==> config.mk <==
export PLATFORM = sky130hd
export DESIGN_NAME = handshake_word_tx
export DESIGN_NICKNAME = d
export VERILOG_FILES = /design/src/rtl/handshake_word_tx.sv
export SDC_FILE = /design/constraint.sdc
export NUM_CORES = 1
export LEC_CHECK = 0
export CAP_MARGIN = 20
export CORE_ASPECT_RATIO = 1.1
export CORE_MARGIN = 3
export CORE_UTILIZATION = 61
export CTS_BUF_LIST = sky130_fd_sc_hd__clkbuf_8
export DETAILED_ROUTE_END_ITERATION = 7
export PLACE_DENSITY = 0.92
export SLEW_MARGIN = 10
export SYNTH_ARGS = -nofsm -noshare
export SYNTH_HDL_FRONTEND = slang
export SYNTH_SLANG_ARGS = --single-unit
==> constraint.sdc <==
create_clock -name clkA -period 5.3 [get_ports clkA]
set_clock_uncertainty 0.05 [all_clocks]
set_input_delay 1.325 -clock clkA [delete_from_list [all_inputs] [get_ports clkA]]
set_output_delay 1.325 -clock clkA [all_outputs]
set_load 0.01 [all_outputs]
==> src/rtl/handshake_word_tx.sv <==
// Domain-A serialiser feeding the two-phase handshake synchronizer: one ReqA pulse
// per bit, next bit only after the matching AckA, with sticky protocol/timeout flags.
module handshake_word_tx #(
  parameter int WIDTH     = 8,
  parameter bit MSB_FIRST = 1'b1,
  parameter int TIMEOUT   = 255
) (
  input  logic             clkA,
  input  logic             rstA,
  input  logic [WIDTH-1:0] din,
  input  logic             din_valid,
  output logic             din_ready,
  output logic             DataA,
  output logic             ReqA,
  input  logic             AckA,
  output logic             busy,
  output logic             done,
  output logic             proto_err,
  output logic             timeout_err,
  input  logic             err_clr
);

  localparam int CW = $clog2(WIDTH + 1);
  localparam logic [CW-1:0] WIDTH_CNT = CW'(WIDTH);
  localparam logic [CW-1:0] CNT_ONE   = CW'(1);
  localparam logic [15:0]   TMAX      = 16'(TIMEOUT);
  localparam logic [15:0]   TMAX_M1   = 16'((TIMEOUT > 0) ? TIMEOUT - 1 : 0);

  typedef enum logic [1:0] {IDLE, SETUP, REQ, WAIT_ACK} state_t;

  state_t           state, next_state;
  logic [WIDTH-1:0] shreg;
  logic [WIDTH-1:0] shift_next;
  logic [CW-1:0]    bit_cnt;
  logic [15:0]      tcnt;
  logic             load, advance, finish;
  logic             first_load, first_next;
  logic             proto_hit, timeout_hit;

  assign shift_next  = MSB_FIRST ? (shreg << 1) : (shreg >> 1);
  assign first_load  = MSB_FIRST ? din[WIDTH-1] : din[0];
  assign first_next  = MSB_FIRST ? shift_next[WIDTH-1] : shift_next[0];
  assign proto_hit   = AckA && (state != WAIT_ACK);
  // The flag fires on the step that reaches TIMEOUT, not on every saturated cycle.
  assign timeout_hit = (TIMEOUT != 0) && (state == WAIT_ACK) && (tcnt == TMAX_M1);

  always_comb begin
    next_state = state;
    load       = 1'b0;
    advance    = 1'b0;
    finish     = 1'b0;
    case (state)
      IDLE: begin
        if (din_valid) begin
          next_state = SETUP;
          load       = 1'b1;
        end
      end
      SETUP:    next_state = REQ;
      REQ:      next_state = WAIT_ACK;
      WAIT_ACK: begin
        if (AckA) begin
          if (bit_cnt == CNT_ONE) begin
            next_state = IDLE;
            finish     = 1'b1;
          end else begin
            next_state = SETUP;
            advance    = 1'b1;
          end
        end
      end
      default:  next_state = IDLE;
    endcase
  end

  always_ff @(posedge clkA) begin
    if (rstA) begin
      state       <= IDLE;
      DataA       <= 1'b0;
      ReqA        <= 1'b0;
      din_ready   <= 1'b1;
      busy        <= 1'b0;
      done        <= 1'b0;
      proto_err   <= 1'b0;
      timeout_err <= 1'b0;
      shreg       <= '0;
      bit_cnt     <= '0;
      tcnt        <= '0;
    end else begin
      state     <= next_state;
      ReqA      <= (next_state == REQ);
      din_ready <= (next_state == IDLE);
      busy      <= (next_state != IDLE);
      done      <= finish;

      if (load) begin
        shreg   <= din;
        bit_cnt <= WIDTH_CNT;
        DataA   <= first_load;
      end else if (advance) begin
        shreg   <= shift_next;
        bit_cnt <= bit_cnt - CNT_ONE;
        DataA   <= first_next;
      end

      if (state == REQ)
        tcnt <= '0;
      else if ((state == WAIT_ACK) && (tcnt != TMAX))
        tcnt <= tcnt + 16'd1;

      // A new error event takes priority over a simultaneous clear.
      if (proto_hit)
        proto_err <= 1'b1;
      else if (err_clr)
        proto_err <= 1'b0;

      if (timeout_hit)
        timeout_err <= 1'b1;
      else if (err_clr)
        timeout_err <= 1'b0;
    end
  end

endmodule
Word-level counts from Yosys, hierarchy flattened

Index checks and enable logic that the tools add are counted.

Register bits after elaboration: 36
Input port bits: 13
Output and inout bits: 7
Logic and storage cells: 55

Add/subtract/negate cells: 2
Eq/ne operators: 8
Multiplexer cells: 19
Bitwise operators: 2
Reduce and logical (&&, ||, !) cells: 12

Operator list:

| kind                    | count |
|---|---|
| $add A16 B1 Y16 const B | 1 |
| $eq A16 B8 Y1 const B   | 1 |
| $ne A16 B8 Y1 const B   | 1 |
| $mux W7                 | 2 |
| $mux W1                 | 12 |
| $mux W4                 | 2 |
| $pmux W2 S4             | 1 |
| $reduce_bool A2 Y1      | 4 |
| $eq A2 B2 Y1 const B    | 3 |
| $eq A4 B1 Y1 const B    | 1 |
| $logic_not A2 Y1        | 2 |
| $mux W2                 | 2 |
| $reduce_or A2 Y1        | 2 |
| $sub A4 B1 Y4 const B   | 1 |
| $logic_and A1 B1 Y1     | 3 |
| $reduce_or A3 Y1        | 1 |
| $eq A2 B1 Y1 const B    | 1 |
| $ne A2 B2 Y1 const B    | 1 |
| $not A1 Y1              | 2 |

Logic depth before layout (Yosys ltp)

Depth in word-level cells: 6
Depth in mapped cells: 7
Depth with buffers taken out: 6

Least setup slack after synthesis

No wires, ideal clock.

Path type: input -> register
From: in AckA
To: reg bit_cnt[3]
Library setup time: 91 ps
Data arrival time: 2282 ps
Data required time: 5159 ps
Slack: 2877 ps
Stages on the path: 5
Path buffers: 1
Cell sequence: and3_1 and2_1 clkbuf_1 a211oi_1 a311oi_1

Cells in the longest elaborated chain, start to end: 3

Ends and longest elaborated chain:

| item                                | line | text |
|---|---|---|
| from (decl)                         | 15   | `input logic AckA,` |
| $mux W1                             | 62   | `if (AckA) begin` |
| $mux W1                             | 52   | `case (state)` |
| $reduce_bool A2 Y1 (no source line) | n/a  |  |
| to (signal assigned)                | 102  | `bit_cnt <= bit_cnt - CNT_ONE;` |
| to (decl)                           | 34   | `logic [CW-1:0] bit_cnt;` |

No other way between the ends.
A chain may end at the register's enable or synchronous reset.

Worst setup path after layout

From: in rstA
To: reg tcnt[10]

Cells in the longest elaborated chain, start to end: 1

Ends and longest elaborated chain:

| item                              | line | text |
|---|---|---|
| from (decl)                       | 9    | `input logic rstA,` |
| $reduce_or A2 Y1 (no source line) | n/a  |  |
| to (signal assigned)              | 109  | `tcnt <= tcnt + 16'd1;` |
| to (decl)                         | 35   | `logic [15:0] tcnt;` |

No other way between the ends.

==> summary.txt <==
Setup path
  – Worst r2r src: tcnt[12]
  – Slowest CP cell: clkdlybuf4s50_1
  – Critical Setup Path Class: in2reg
  – Worst Path Arrival: 3250 ps
  – Max Fanout on Critical Path: 20
  – CP delay by family, top: buffers and inverters
  – CP endpoint kind: register
  – Worst Path Required: between 5000 and 6000 ps
  – Buf/Inv on CP: 1
  – Setup slack, reg-to-reg: 3150 ps
  – Startpoint types: primary input
  – CP cell instances: clkdlybuf4s50_1 -> a21o_1 -> or4_1 -> nand2_1
  – Crit path launch: rstA
  – Reg-to-Reg End: tcnt[9]
  – Slowest stage delay, CP: 750 ps
  – Reg2Reg Depth: 4

GRT
  – All-Layer GR Usage: 22.4%
  – Largest net degree at the start of global routing: 21
  – Vias in the first global route: 1,440
  – First-pass GRT wire length: 5.92 mm
  – Initial antenna violation count: 0
  – Overflow after GRT: 0

Synth
  – Synth area leader: dfxtp_1
  – Top-area cell type share of the netlist area: 43.0%
  – Unique masters post-synth: 40
  – Asr flop ratio synth: 0%
  – Syn nets: 211
  – Commonest cells in the synthesized netlist: 36 x dfxtp_1, 27 x nand2_1, 16 x nor2_1
  – Cells after Synth: around 190
  – Synth Warn #: 0
  – Post-synth EDFFs: 0
  – Most used DFF post-synth: dfxtp_1
  – Synthesized area per cell: approximately 8.6 sq um
  – Count leader, synth: dfxtp_1
  – Mapped Area: around 1700 sq um
  – Synthesized flop and latch total: 36
  – Most area-consuming cells after synthesis: dfxtp_1 43%, nand2_1 6.0%, a311oi_1 4.2%
  – Seq/Total Area, Yosys: 43.0%

Routing
  – Drt pass-1 iters: 4
  – Routed wl met3: approximately 140 um
  – Top Metal Used: met4
  – Wl on met1: 1.41 mm
  – DRT antenna net count: 0
  – Via count: approximately 1,500
  – Iteration-0 DRC count of the detailed router: 49
  – WL final: 3.50 mm
  – Vias/cell: 6.09
  – Wire length on met2: 1.88 mm
  – Residual DRC: 0
  – WL/cell: around 14 um

Clock tree
  – Clk Latency, worst-skew pair: 290 ps
  – # resized after CTS: 0
  – CTS tree: done
  – Setup Buffers After CTS: 0
  – Clock-pin transition on the worst setup and hold timing paths: about 70 ps
  – CTS Buffer Depth: 2
  – Sink Count: 36
  – Num CTS Buffers: 5
  – H-tree levels: 2
  – CTS Hold Buffers Added: 0
  – Clock Root Buffer: clkbuf_8

Layout
  – Layout cells sized above 1: 12.3%
  – Final net count: 228
  – Final-layout fill cell count: 171
  – P&R area growth vs syn: 17.5%
  – Final Util: approximately 77%
  – N_diodes: 0

STA
  – Final min period: 3070 ps
  – RSZ-0062 raised after global routing: no
  – Slew @ Worst Pin: 763 ps
  – Fraction of the cycle the final worst path needs: 57.8%
  – Final setup viols: 0
  – Slew Viols, Final: 0
  – Fmax achieved: 0.326 GHz
  – Final hold vios: 0
  – Slew margin rel.: 48.8%
  – Fin Setup TNS: 0 ps

Min path
  – Hold Path End: timeout_err
  – WHS Path Cells: 2
  – Min-delay worst type: reg2reg
  – Worst hold start: timeout_err

Placed design
  – I/O Buffers: 19
  – Hpwl dp: 2.51 mm
  – Gpl congestion: approximately 0.83

Power
  – Pleak: 0.658 nW
  – Pwr per Cell Area: 293 nW/um^2
  – Worst IR Drop VDD: 0.238 mV

Floorplan
  – Initial Util: 65.3%
  – Die Span Y: 61.0 um
  – Die width: 56.0 um
  – Area of the die: 3410 sq um
  – IO Count: 20
  – # rows: 19
  – Core area: ~2600 sq um

Run status
  – Run status: finished clean

Job
  – Maxcap violations: 0
## placed cells by master (no fill, tap or decap), types with 2 or more instances in the layout
cell             netlist  routed
nor3_1                 5       5
ha_1                   4       4
nand2b_1               2       2
o21ai_0                3       3
inv_1                  4       5
or3_2                  4       4
nand4_1                6       6
or3_1                  6       6
a21oi_2                7       7
nor2_1                16      16
and3_1                 2       2
nand3_1                8       8
nand2_1               27      27
clkbuf_8               0       5
clkdlybuf4s50_1        0      19
o211ai_1               2       2
xnor2_1                2       2
xor2_1                 2       2
o21ai_1                7       7
a21oi_1                9       9
or4_1                  3       3
or4_4                  2       2
and4_1                 3       3
dfxtp_1               36      36
or2_2                  2       2
and2_1                 3       3
a311oi_1               8       8
## cells by family (layout without fill, tap and decap cells)
group,count (synthesis),after routing,share of synthesized area [%]
simple gates,97,97,32.2
compound gates,40,40,16.3
flops,36,36,43.0
buf+inv,13,31,3.43
fa+ha+maj,4,4,2.99
xor+xnor,4,4,2.09
## layout make-up
| cell class | instances | area, sq um | area share, % |
|---|---|---|---|
| clock buffer | 5 | 68.8 | 3.49 |
| clock inverter | 3 | 38.8 | 1.97 |
| inverter | 4 | 15.0 | 0.762 |
| multi-input combinational | 145 | 898 | 45.6 |
| sequential | 36 | 721 | 36.6 |
| tap | 31 | 38.8 | 1.97 |
| timing repair buffer | 19 | 190 | 9.65 |
## registers in the layout (all words and copies together) (netlist names)
signal       flops
tcnt            16
shreg            7
bit_cnt          4
state            2
DataA            1
ReqA             1
busy             1
din_ready        1
done             1
proto_err        1
timeout_err      1
## where the power goes
part	internal, mW	switching, mW	leakage (nW)
logic	0.0254	0.0264	0.305
clock network	0.138	0.0965	0.0593
registers	0.282	0.00920	0.294
## tightest hold or removal path: stages (launching register included)
cell,delay (ps)
dfxtp_1,310
nand2b_1,70
a21oi_1,60
## worst max path at each step
stage                       to  slack [ps]  cells after the start
floorplan           bit_cnt[3]        2880                      5
global placement      tcnt[10]        1980                      4
detailed placement    tcnt[10]        1950                      4
CTS                   tcnt[10]        2250                      4
global route          tcnt[10]        2170                      4
finish                tcnt[10]        2230                      4
## per-stage QoR
stage | worst slack (ps) | hold WS, ps | power (mW) | std cells | cell area, sq um
after global routing | 2170 | 459 | 0.598 | 243 | 1970
after floorplan | 2880 | 398 | 0.326 | 194 | 1680
final | 2230 | 433 | 0.578 | 243 | 1970
after global placement | 1980 | 409 | 0.347 | 235 | 1860
after CTS | 2250 | 435 | 0.579 | 243 | 1970
after detailed placement | 1950 | 426 | 0.349 | 235 | 1860
## layer usage
metal / vias up / global-route usage, %
met2: 35 / 41.7
met4: 0 / 12.2
li1: 743 / -
met1: 691 / 22.6
met5: - / 0
met3: 11 / 7.02
Power figures use the tool's default switching activity.
